## src/rtl/tcp_tx_pkg.sv

```systemverilog
// Shared types and framing helpers for the TCP transmit packet scheduler.
package tcp_tx_pkg;

    typedef enum logic [2:0] {
        ST_IDLE    = 3'd0,
        ST_HEAD    = 3'd1,
        ST_SEQ     = 3'd2,
        ST_PAYLOAD = 3'd3,
        ST_TRAIL   = 3'd4
    } tx_state_t;

    localparam logic [3:0] MAGIC_DEFAULT = 4'hA;
    localparam logic [7:0] CSUM_INIT     = 8'h00;

    // Header byte 0: magic nibble in [7:4], source id nibble in [3:0].
    function automatic logic [7:0] hdr_byte0(input logic [3:0] magic, input logic [3:0] id);
        return {magic, id};
    endfunction

    function automatic logic [7:0] csum_next(input logic [7:0] csum, input logic [7:0] data);
        return csum ^ data;
    endfunction

endpackage

```

## src/rtl/rr_arbiter.sv

```systemverilog
// Combinational round-robin search: first requester at or after (prev_grant + 1) mod N_REQ,
// or from source 0 when no grant has been issued since reset.
module rr_arbiter #(
    parameter int N_REQ = 4
) (
    input  logic [N_REQ-1:0] req,
    input  logic [3:0]       prev_grant,
    input  logic             prev_valid,
    output logic [3:0]       grant_idx,
    output logic             grant_valid
);

    localparam logic [4:0] N_W = 5'(N_REQ);

    logic [15:0] req_ext_s;
    logic [4:0]  start_s;
    logic [4:0]  cand_s;

    // Rotating priority search from the start pointer
    always_comb begin
        req_ext_s   = 16'(req);
        grant_idx   = 4'd0;
        grant_valid = 1'b0;
        cand_s      = 5'd0;
        if (prev_valid && (({1'b0, prev_grant} + 5'd1) < N_W)) begin
            start_s = {1'b0, prev_grant} + 5'd1;
        end else begin
            start_s = 5'd0;
        end
        for (int k = 0; k < N_REQ; k++) begin
            cand_s = start_s + 5'(k);
            if (cand_s >= N_W) begin
                cand_s = cand_s - N_W;
            end else begin
                cand_s = cand_s;
            end
            if (!grant_valid && req_ext_s[cand_s[3:0]]) begin
                grant_idx   = cand_s[3:0];
                grant_valid = 1'b1;
            end else begin
                grant_valid = grant_valid;
            end
        end
    end

endmodule

```

## src/rtl/tcp_tx_arbiter.sv

```systemverilog
// Round-robin packet scheduler sharing the SiTCP TX FIFO write port between N_REQ byte sources.
// Each packet is framed as {MAGIC,id}, seq, payload..., xor-checksum.
module tcp_tx_arbiter
    import tcp_tx_pkg::*;
#(
    parameter int         N_REQ = 4,
    parameter logic [3:0] MAGIC = MAGIC_DEFAULT
) (
    input  logic               CLK,
    input  logic               RST,
    input  logic               TCP_OPEN,
    input  logic               FIFO_FULL,
    input  logic [N_REQ-1:0]   REQ_VALID,
    input  logic [8*N_REQ-1:0] REQ_DATA,
    input  logic [N_REQ-1:0]   REQ_LAST,
    output logic [N_REQ-1:0]   REQ_READY,
    output logic [7:0]         TX_DATA,
    output logic               TX_EN,
    output logic [3:0]         GRANT_ID,
    output logic               BUSY,
    output logic               ABORT
);

    tx_state_t  state_r, state_nxt_s;
    logic [3:0] grant_id_r;
    logic       grant_seen_r;
    logic [7:0] pkt_seq_r;
    logic [7:0] csum_r, csum_nxt_s;
    logic [7:0] tx_data_r, wr_data_s;
    logic       tx_en_r, wr_en_s;
    logic       abort_r, abort_s;
    logic       seq_inc_s, grant_load_s;
    logic [3:0] arb_idx_s;
    logic       arb_valid_s;
    logic       sel_valid_s, sel_last_s;
    logic [7:0] sel_data_s;
    logic       xfer_ok_s, xfer_s;

    rr_arbiter #(.N_REQ(N_REQ)) u_rr (
        .req        (REQ_VALID),
        .prev_grant (grant_id_r),
        .prev_valid (grant_seen_r),
        .grant_idx  (arb_idx_s),
        .grant_valid(arb_valid_s)
    );

    // Select the granted source's stream and drive its ready; ready is held low during reset
    always_comb begin
        sel_valid_s = 1'b0;
        sel_last_s  = 1'b0;
        sel_data_s  = 8'h00;
        REQ_READY   = '0;
        xfer_ok_s   = (state_r == ST_PAYLOAD) && TCP_OPEN && !FIFO_FULL && !RST;
        for (int i = 0; i < N_REQ; i++) begin
            if (grant_id_r == 4'(i)) begin
                sel_valid_s  = REQ_VALID[i];
                sel_last_s   = REQ_LAST[i];
                sel_data_s   = REQ_DATA[8*i +: 8];
                REQ_READY[i] = xfer_ok_s;
            end else begin
                REQ_READY[i] = 1'b0;
            end
        end
        xfer_s = xfer_ok_s && sel_valid_s;
    end

    // Next-state and write decision; a dropped connection overrides everything else
    always_comb begin
        state_nxt_s  = state_r;
        wr_en_s      = 1'b0;
        wr_data_s    = 8'h00;
        csum_nxt_s   = csum_r;
        seq_inc_s    = 1'b0;
        grant_load_s = 1'b0;
        abort_s      = 1'b0;
        if ((state_r != ST_IDLE) && !TCP_OPEN) begin
            abort_s     = 1'b1;
            csum_nxt_s  = CSUM_INIT;
            state_nxt_s = ST_IDLE;
        end else begin
            case (state_r)
                ST_IDLE: begin
                    if (TCP_OPEN && arb_valid_s) begin
                        grant_load_s = 1'b1;
                        state_nxt_s  = ST_HEAD;
                    end else begin
                        state_nxt_s  = ST_IDLE;
                    end
                end
                ST_HEAD: begin
                    if (!FIFO_FULL) begin
                        wr_en_s     = 1'b1;
                        wr_data_s   = hdr_byte0(MAGIC, grant_id_r);
                        state_nxt_s = ST_SEQ;
                    end else begin
                        state_nxt_s = ST_HEAD;
                    end
                end
                ST_SEQ: begin
                    if (!FIFO_FULL) begin
                        wr_en_s     = 1'b1;
                        wr_data_s   = pkt_seq_r;
                        state_nxt_s = ST_PAYLOAD;
                    end else begin
                        state_nxt_s = ST_SEQ;
                    end
                end
                ST_PAYLOAD: begin
                    if (xfer_s) begin
                        wr_en_s     = 1'b1;
                        wr_data_s   = sel_data_s;
                        csum_nxt_s  = csum_next(csum_r, sel_data_s);
                        state_nxt_s = sel_last_s ? ST_TRAIL : ST_PAYLOAD;
                    end else begin
                        state_nxt_s = ST_PAYLOAD;
                    end
                end
                ST_TRAIL: begin
                    if (!FIFO_FULL) begin
                        wr_en_s     = 1'b1;
                        wr_data_s   = csum_r;
                        csum_nxt_s  = CSUM_INIT;
                        seq_inc_s   = 1'b1;
                        state_nxt_s = ST_IDLE;
                    end else begin
                        state_nxt_s = ST_TRAIL;
                    end
                end
                default: begin
                    csum_nxt_s  = CSUM_INIT;
                    state_nxt_s = ST_IDLE;
                end
            endcase
        end
    end

    // State, grant pointer, counters and the FIFO-side output register
    always_ff @(posedge CLK) begin
        if (RST) begin
            state_r      <= ST_IDLE;
            grant_id_r   <= 4'd0;
            grant_seen_r <= 1'b0;
            pkt_seq_r    <= 8'h00;
            csum_r       <= CSUM_INIT;
            tx_data_r    <= 8'h00;
            tx_en_r      <= 1'b0;
            abort_r      <= 1'b0;
        end else begin
            state_r <= state_nxt_s;
            csum_r  <= csum_nxt_s;
            tx_en_r <= wr_en_s;
            abort_r <= abort_s;
            if (wr_en_s) begin
                tx_data_r <= wr_data_s;
            end
            if (seq_inc_s) begin
                pkt_seq_r <= pkt_seq_r + 8'd1;
            end
            if (grant_load_s) begin
                grant_id_r   <= arb_idx_s;
                grant_seen_r <= 1'b1;
            end
        end
    end

    assign TX_DATA  = tx_data_r;
    assign TX_EN    = tx_en_r;
    assign GRANT_ID = grant_id_r;
    assign ABORT    = abort_r;
    assign BUSY     = (state_r != ST_IDLE);

endmodule

```

## config.mk

```make
export PLATFORM = sky130hd
export DESIGN_NAME = tcp_tx_arbiter
export DESIGN_NICKNAME = d
export VERILOG_FILES = /design/src/rtl/tcp_tx_pkg.sv /design/src/rtl/rr_arbiter.sv /design/src/rtl/tcp_tx_arbiter.sv
export SDC_FILE = /design/constraint.sdc
export NUM_CORES = 1
export LEC_CHECK = 0
export CAP_MARGIN = 20
export CELL_PAD_IN_SITES_DETAIL_PLACEMENT = 2
export CELL_PAD_IN_SITES_GLOBAL_PLACEMENT = 2
export CORE_ASPECT_RATIO = 0.9
export CORE_UTILIZATION = 29
export DETAILED_ROUTE_END_ITERATION = 8
export HOLD_SLACK_MARGIN = 0.1
export PLACE_DENSITY = 0.81
export SETUP_SLACK_MARGIN = 0.5
export SLEW_MARGIN = 20
export SYNTH_ARGS = -nofsm -noshare
export SYNTH_HDL_FRONTEND = slang
export SYNTH_SLANG_ARGS = --single-unit
```

## constraint.sdc

```tcl
create_clock -name CLK -period 3.6 [get_ports CLK]
set_input_delay 0.9 -clock CLK [delete_from_list [all_inputs] [get_ports CLK]]
set_output_delay 0.9 -clock CLK [all_outputs]
set_load 0.1 [all_outputs]
```

==> metrics.yaml, run 1 <==
synth_seq_area_share: 0.261
die_h_um: 91.9
multiInputGateArea_sq_um: 1860
timing.slew.headroom: 0.338
mostFrequentLayoutCell: "clkdlybuf4s50_1"
rsz0062_at_grt: "true"
cts_sinks: 34
drc: 0
clock-skew-final_ps: 6.83
finalWeightedCongestion: 0.738
cts.path.max_buffers: 2
tns_ps: 0
max-cap-violations: 0
drtIter0Drc: 139
fin_crit_sh: 0.848
grt-ovfl-total: 0
nFillCells: 1007
crit_end: "REQ_READY[0]"
coreArea_sq_um: 8650
io_pins: 63
crit_fanout: 5
power.density_nw_per_um2: 511
viasPerCell: 5.29
grt_pass1_vias: 2902
fmax_ghz: 0.328
cp_data_arrival_time_ps: 2150
final_cell_mix: "43 x clkdlybuf4s50_1, 42 x nand2_1, 38 x nor2_1, 30 x dfxtp_1, 26 x buf_4"
cts_tree: "done"
worstSkewPairLatency_ps: 290
ir_drop_mv: 0.393
dpl.hpwl_mm: 6.76
grt_max_degree: 23
timing.rr.end: "GRANT_ID[0]$_SDFFE_PP0P_"
synth_edf_count: 0
cts-root-buf: "clkbuf_8"
h-tree-depth: 2
r2r_start: "GRANT_ID[1]$_SDFFE_PP0P_"
drv_slew: 0
antenna_cells: 0
critical_path.startpoint: "FIFO_FULL"
yosys_warnings: 0
wl_mm: 9.33
grtUsageTotal: 0.206
required_ps: 2700
drive_above_1_share: 0.205
dieArea_sq_um: 9370
die_w_um: 102
rr_worst_depth: 14
nNetsFinal: 445
worst_pin_slew_ps: 990
num_rows: 32
r2r_slack_ps: 650
grt_first_pass_wirelength_mm: 15.1
cp-end-kind: "output port"
synth.distinct_cells: 66
dr.pass1.iters: 4
synthArstFlopShare: 0
area_delta_synth_final_pct: 39.5
finalNonFillerCells: 505
antenna_found_initial: 0
initial_utilization: 0.301
worst-setup-path-type: "input pin to output port"
cts_buffers: 5
dp.cells: 492
outcome: "completed"
start_kind: "input pin"
avgSynthCellArea_sq_um: 8.30
leakagePower_nw: 1.38
regArea_sq_um: 691
hold_viol_final: 0
portBuffers: 62
synth-main-ff-cell: "dfxtp_1"
hold_class: "flop to flop"
setup_viol_count_final: 0
cts.clk_slew.worst_paths_ps: 70
drtAntennaViolNets: 0
ys_seq_elements: 34
netlist_area_sq_um: 2610
syn_inst: 314
fin_crit_ps: 3050
vias: 2673
wl_per_cell_um: 18.5
==> layer usage <==
layer	vias up	track usage	share of wire
met4	0	0.0429	0.0088
li1	1278	-	-
met5	-	0	0
met2	59	0.361	0.50
met3	7	0.0335	0.033
met1	1329	0.264	0.45
==> registers in the layout, indices dropped and copies added (netlist names) <==
signal / flops
ABORT: 1
GRANT_ID: 4
TX_DATA: 8
TX_EN: 1
csum_r: 8
grant_seen_r: 1
pkt_seq_r: 8
state_r: 3
==> stage by stage <==
stage	util	power [W]	cell area (sq um)	setup WS, ps	hold slack, ps
floorplan	-	0.00113	2700	423	478
global placement	0.395	0.00135	3420	172	491
detailed placement	0.395	0.00138	3420	125	499
CTS	0.415	0.00183	3590	501	510
global route	0.420	0.00197	3630	440	553
finish	0.420	0.00186	3630	549	507
==> Yosys cell counts, types with 3 or more instances <==
library cell	number	area (sq um)
nand2_1	42	158
nor2_1	41	154
dfxtp_1	34	681
o21ai_0	23	115
ha_1	16	200
xor2_1	15	131
inv_1	13	48.8
a221o_1	9	90.1
a311oi_1	8	70.1
clkbuf_1	8	30.0
nor3_1	8	40.0
a222oi_1	6	60.1
buf_6	5	56.3
nand3_1	5	25.0
a21oi_1	4	20.0
a31oi_1	4	25.0
and2_1	4	25.0
a211oi_1	3	22.5
a221oi_1	3	26.3
buf_2	3	15.0
nand2b_1	3	18.8
o21a_1	3	22.5
==> worst min path at each step <==
stage / start / to / slack [ps] / cells after the start
final: TX_DATA[7]$_SDFFE_PP0P_ / TX_DATA[7]$_SDFFE_PP0P_ / 510 / 2
after global placement: TX_DATA[6]$_SDFFE_PP0P_ / TX_DATA[6]$_SDFFE_PP0P_ / 490 / 2
after floorplan: csum_r[4]$_SDFFE_PP0P_ / csum_r[4]$_SDFFE_PP0P_ / 480 / 2
after CTS: TX_DATA[7]$_SDFFE_PP0P_ / TX_DATA[7]$_SDFFE_PP0P_ / 510 / 2
after detailed placement: TX_DATA[7]$_SDFFE_PP0P_ / TX_DATA[7]$_SDFFE_PP0P_ / 500 / 2
after global routing: TX_DATA[5]$_SDFFE_PP0P_ / TX_DATA[5]$_SDFFE_PP0P_ / 550 / 2
==> layout make-up <==
class                      count  share of cell area
sequential                    34               0.190
clock buffer                   5              0.0189
clock inverter                 3              0.0189
timing repair buffer          77               0.205
tap                          119              0.0410
multi-input combinational    254               0.513
inverter                      13              0.0134
==> cell families (layout without fill, tap and decap cells) <==
| group | after synthesis | in the layout | synth area share |
|---|---|---|---|
| and+or+nand+nor | 127 | 127 | 0.247 |
| xor gates and xnor gates | 18 | 18 | 0.0634 |
| AOI/OAI and AO/OA | 80 | 80 | 0.252 |
| adders and majority gates | 16 | 16 | 0.0768 |
| DFF | 34 | 34 | 0.261 |
| other | 2 | 7 | 0.00288 |
| muxes | 6 | 6 | 0.0336 |
| buffers and inverters | 31 | 98 | 0.0629 |
==> where the power goes <==
part / switching, W / total (W) / internal (W) / leakage [nW]
combinational: 0.000610 / 0.000978 / 0.000368 / 1.03
sequential: 0.0000408 / 0.000444 / 0.000403 / 0.278
clock: 0.000156 / 0.000434 / 0.000278 / 0.0683
==> critical path, cell delays in order <==
cell	delay (ps)
buf_2	110
nand2b_4	130
or4_4	530
buf_12	170
nor2_4	120
buf_12	180
==> what timing repair did <==
| item | in CTS | in global routing |
|---|---|---|
| buffers inserted | 2 | 3 |
| hold buffers | 0 | 0 |
| gates cloned | 0 | 0 |
| setup endpoints to repair | 8 | 8 |
| gates resized for setup | 14 | 4 |
| pin swaps | 2 | 1 |
(Power assumes the default switching activity.)
==> inputs of run 2 (changes only) <==
==> constraint.sdc (replaced) <==
create_clock -name CLK -period 3.13 [get_ports CLK]
set_input_delay 0.7825 -clock CLK [delete_from_list [all_inputs] [get_ports CLK]]
set_output_delay 0.7825 -clock CLK [all_outputs]
set_load 0.1 [all_outputs]
==> metrics.yaml, run 2 (synthesized netlist as in run 1, its figures left out) <==
outcome: "completed"
drc: 0  # unchanged
max-cap-violations: 0  # unchanged
crit_family: "compound AO/OA/AOI/OAI gates"
dp.cells: 499  # +1.4%
cp_data_arrival_time_ps: 3020  # +870 ps
num_rows: 32  # unchanged
grt_max_degree: 23  # unchanged
leakagePower_nw: 1.56  # +13%
grt_first_pass_wirelength_mm: 16.0  # +6.0%
crit_fanout: 5  # unchanged
holdPathStages: 2  # unchanged
area_delta_synth_final_pct: 52.5
worst_pin_slew_ps: 593  # -396 ps
power.density_nw_per_um2: 573  # +12%
cp_cell_sequence: "ha_4 -> nor2_2 -> a21o_4 -> nand3_4 -> buf_4 -> ha_4 -> a31oi_2 -> nand3_1 -> buf_4 -> a41oi_4 -> buf_6 -> a31oi_1 -> o21a_1"
cts.path.max_buffers: 2  # unchanged
p_switching_w: 0.00107  # +33%
grt-ovfl-total: 0  # unchanged
dieArea_sq_um: 9370  # unchanged
antenna_found_initial: 0  # unchanged
start_kind: "flop"
viasPerCell: 5.41  # +2.1%
required_ps: 3330  # +630 ps
dpl.hpwl_mm: 6.94  # +2.5%
hold_viol_final: 0  # unchanged
fin_worst_hold_slack_ps: 525  # +17.9 ps
p_sw_frac: 0.470  # +0.0355
clockPowerShare: 0.159  # -0.075
worstSetupPathDepth: 13  # +7
ctsHoldBuffers: 0  # unchanged
p_total_w: 0.00228  # +23%
fin_crit_ps: 2820
p_int_w: 0.00121  # +15%
fmax_ghz: 0.354
nNetsFinal: 476  # +7.0%
coreArea_sq_um: 8650  # unchanged
rr_worst_depth: 13  # -1
mostFrequentLayoutCell: "buf_4"
io_pins: 63  # unchanged
wl_mm: 11.6  # +25%
dr.pass1.iters: 4  # unchanged
initial_utilization: 0.301  # unchanged
grtUsageTotal: 0.222  # +0.0156
worstSkewPairLatency_ps: 300  # about the same
cp_num_buf_inv: 3  # unchanged
die_w_um: 102  # unchanged
drtIter0Drc: 158  # +14%
finalWeightedCongestion: 0.801  # +8.6%
portBuffers: 62  # unchanged
antenna_cells: 0  # unchanged
worst-setup-path-type: "flop to flop"
cp-end-kind: "flop"
utilization: 0.459  # +0.0392
setup_viol_count_final: 0  # unchanged
timing.slew.headroom: 0.605  # +0.266
rsz0062_at_grt: "true"
slowest_stage: "dfxtp_4"
nFillCells: 937  # -7.0%
fin_crit_sh: 0.902
power.share.combinational: 0.618  # +0.091
finalNonFillerCells: 536  # +6.1%
cts_tree: "done"
die_h_um: 91.9  # unchanged
cts_sinks: 34  # unchanged
drv_slew: 0  # unchanged
wl_per_cell_um: 21.7  # +17%
cts_buffers: 5  # unchanged
grt_pass1_vias: 3023  # +4.2%
drive_above_1_share: 0.324  # +0.119
vias: 2898  # +8.4%
p_seq_frac: 0.222  # -0.017
clock-skew-final_ps: 6.97  # +0.137 ps
drtAntennaViolNets: 0  # unchanged
ir_drop_mv: 0.319  # -19%
final_cell_mix: "58 x buf_4, 41 x nand2_1, 37 x clkdlybuf4s50_1, 36 x nor2_1, 28 x dfxtp_1"
cts.clk_slew.worst_paths_ps: 80  # about the same
critPathMaxStageDelay_ps: 390  # -140 ps
cts-root-buf: "clkbuf_8"
hold_class: "flop to flop"
h-tree-depth: 2  # unchanged
[run 2: power by group through the flow]
stage	clock network (W)	registers [W]	logic (W)
finish	0.000363	0.000506	0.00141
global route	0.000380	0.000510	0.00150
CTS	0.000362	0.000503	0.00125
detailed placement	0	0.000528	0.00113
global placement	0	0.000525	0.00109
floorplan	0	0.000637	0.000715
[run 2: metal layers]
layer	wire [um]	track usage
met5	0	0
met4	276	0.0571
met3	554	0.0366
met2	5730	0.386
met1	5080	0.282
[run 2: through the flow]
step	instance area, sq um	setup WS (ps)	TNS, ps
floorplan	2780	188	0
global placement	3540	0.997	0
detailed placement	3540	-17.5	-17.5
CTS	3810	323	0
global route	3970	234	0
finish	3970	307	0
[run 2: worst reg2reg max path: stages (launching register included)]
cell	delay [ps]
dfxtp_4	390
ha_4	200
nor2_2	200
a21o_4	150
nand3_4	140
buf_4	190
ha_4	230
a31oi_2	230
nand3_1	190
buf_4	210
a41oi_4	220
buf_6	160
a31oi_1	100
o21a_1	120
[run 2: final timing paths]
path	startpoint	endpoint	slack, ps
max	GRANT_ID[1]$_SDFFE_PP0P_	GRANT_ID[0]$_SDFFE_PP0P_	310
min	TX_DATA[6]$_SDFFE_PP0P_	TX_DATA[6]$_SDFFE_PP0P_	520
max reg2reg	GRANT_ID[1]$_SDFFE_PP0P_	GRANT_ID[0]$_SDFFE_PP0P_	310
min reg2reg	TX_DATA[6]$_SDFFE_PP0P_	TX_DATA[6]$_SDFFE_PP0P_	520
[run 2: cell type report]
| class | count | area, sq um | area share |
|---|---|---|---|
| Clock buffer | 6 | 82.6 | 0.0208 |
| Clock inverter | 2 | 12.5 | 0.00315 |
| Inverter | 13 | 51.3 | 0.0129 |
| Multi-Input combinational cell | 254 | 1990 | 0.501 |
| Sequential cell | 34 | 698 | 0.176 |
| Tap cell | 119 | 149 | 0.0375 |
| Timing Repair Buffer | 108 | 990 | 0.249 |
[run 2: timing repair]
item                                   4_1_cts  5_1_grt
pin swaps                                   12       13
setup buffers                               16       13
endpoints found under the hold margin        0        0
gates resized for setup                     19       25
setup endpoints to repair                   28       20
==> inputs of run 3 (changes only) <==
--- a/config.mk
+++ b/config.mk
@@ -8,7 +8,6 @@
 export CAP_MARGIN = 20
 export CELL_PAD_IN_SITES_DETAIL_PLACEMENT = 2
 export CELL_PAD_IN_SITES_GLOBAL_PLACEMENT = 2
-export CORE_ASPECT_RATIO = 0.9
 export CORE_UTILIZATION = 29
 export DETAILED_ROUTE_END_ITERATION = 8
 export HOLD_SLACK_MARGIN = 0.1
==> metrics.yaml, run 3 (synthesized netlist as in run 1, its figures left out) <==
cts_sinks: 34  # unchanged
cp-end-kind: "output port"
wl_per_cell_um: 20.3  # -6.6%
hold_class: "flop to flop"
grt_max_degree: 23  # unchanged
portBuffers: 62  # unchanged
final_cell_area_sq_um: 3980  # +0.13%
hold_viol_final: 0  # unchanged
initial_utilization: 0.299  # -0.00251
p_total_w: 0.00236  # +3.5%
cp_num_buf_inv: 3  # unchanged
worst_pin_slew_ps: 780  # +187 ps
worst-setup-path-type: "input pin to output port"
antenna_found_initial: 0  # unchanged
nNetsFinal: 475  # -0.21%
die_w_um: 96.8  # -5.0%
dp.cells: 488  # -2.2%
outcome: "completed"
drtIter0Drc: 147  # -7.0%
vias: 2915  # +0.59%
rsz0062_at_grt: "true"
viasPerCell: 5.57  # +3.1%
grt_pass1_vias: 3155  # +4.4%
setup_viol_count_final: 0  # unchanged
crit_family: "simple AND/OR/NAND/NOR gates"
dpl.hpwl_mm: 6.91  # -0.33%
cp_cell_sequence: "buf_6 -> nand2b_4 -> or4_4 -> buf_12 -> nor2b_4 -> buf_12"
fin_crit_sh: 0.894  # -0.00765
grt-ovfl-total: 0  # unchanged
area_delta_synth_final_pct: 52.7
final_cell_mix: "54 x buf_4, 41 x nand2_1, 36 x clkdlybuf4s50_1, 35 x nor2_1, 30 x dfxtp_1"
cts_buffers: 5  # unchanged
finalWeightedCongestion: 0.782  # -2.3%
wl_mm: 10.6  # -8.9%
cts.path.max_buffers: 2  # unchanged
leakagePower_nw: 1.54  # -1.2%
finalNonFillerCells: 523  # -2.4%
fin_worst_hold_slack_ps: 519  # -5.68 ps
mostFrequentLayoutCell: "buf_4"
drive_above_1_share: 0.318  # -0.00567
drtAntennaViolNets: 0  # unchanged
drv_slew: 0  # unchanged
timing.slew.headroom: 0.474  # -0.130
die_h_um: 96.8  # +5.3%
start_kind: "input pin"
grt_first_pass_wirelength_mm: 16.4  # +3.1%
cts_tree: "done"
num_rows: 34  # +6.3%
clock-skew-final_ps: 5.74  # -1.22 ps
placed_area_sq_um: 3530  # -0.39%
power.density_nw_per_um2: 592  # +3.3%
slowest_stage: "or4_4"
antenna_cells: 0  # unchanged
max-cap-violations: 0  # unchanged
cts.clk_slew.worst_paths_ps: 70  # about the same
coreArea_sq_um: 8720  # +0.84%
cts-root-buf: "clkbuf_8"
worstSkewPairLatency_ps: 290  # about the same
required_ps: 2350  # -980 ps
dr.pass1.iters: 9  # +5
fmax_ghz: 0.357  # +0.86%
dieArea_sq_um: 9370  # about the same
grtUsageTotal: 0.218  # -0.00392
fin_crit_ps: 2800  # -24.0 ps
h-tree-depth: 2  # unchanged
io_pins: 63  # unchanged
drc: 0  # unchanged
critPathMaxStageDelay_ps: 530  # +140 ps
crit_fanout: 5  # unchanged
ir_drop_mv: 0.279  # -12%
utilization: 0.456  # -0.00325
worst_path_most_repeated_cell: "buf_12"
cp_data_arrival_time_ps: 2020  # -1000 ps
==> run 3: where the power goes <==
part           leakage [nW]  switching, W  internal (W)  total, W
registers             0.278     0.0000457      0.000463  0.000509
logic                  1.21      0.000817      0.000606   0.00142
clock network        0.0573      0.000170      0.000255  0.000425
==> run 3: worst register-to-register path: stages, from the launching register on <==
cell	delay [ps]
dfxtp_4	430
ha_4	200
and2_4	170
a21o_4	140
nand3_4	140
ha_4	340
inv_4	40
mux4_2	300
or2_4	270
a41oi_4	300
nor2_2	100
and2_1	180
==> run 3: path summary, 6_finish.rpt <==
check / from / end / slack, ps / cells after the start
max: FIFO_FULL / REQ_READY[1] / 330 / 6
min: TX_DATA[4]$_SDFFE_PP0P_ / TX_DATA[4]$_SDFFE_PP0P_ / 520 / 2
min reg2reg: TX_DATA[4]$_SDFFE_PP0P_ / TX_DATA[4]$_SDFFE_PP0P_ / 520 / 2
max reg2reg: GRANT_ID[0]$_SDFFE_PP0P_ / GRANT_ID[3]$_SDFFE_PP0P_ / 400 / 11
==> run 3: layout make-up <==
class                           count  area (sq um)
Fill cell                         969          4740
Multi-Input combinational cell    256          2010
Timing Repair Buffer              105           968
Sequential cell                    34           693
Tap cell                          108           135
Clock buffer                        6          82.6
Inverter                           13          55.1
Clock inverter                      1          30.0
==> run 3: routing by layer <==
layer	up-vias	global-route usage	wire length (um)
li1	1338	-	-
met1	1463	0.237	4200
met2	90	0.417	5630
met3	24	0.0376	452
met4	0	0.0804	315
met5	-	0	0
==> run 3: repair_timing <==
action,CTS,global route
hold buffers,0,0
setup endpoints to repair,28,26
cloned,0,2
pin swaps,6,6
setup buffers,20,6
resized for setup,31,11
==> run 3: stage by stage <==
| step | TNS, ps | worst slack (ps) |
|---|---|---|
| floorplan | 0 | 188 |
| global placement | -5.69 | -5.69 |
| detailed placement | -20.4 | -18.0 |
| CTS | 0 | 340 |
| global route | 0 | 295 |
| finish | 0 | 331 |
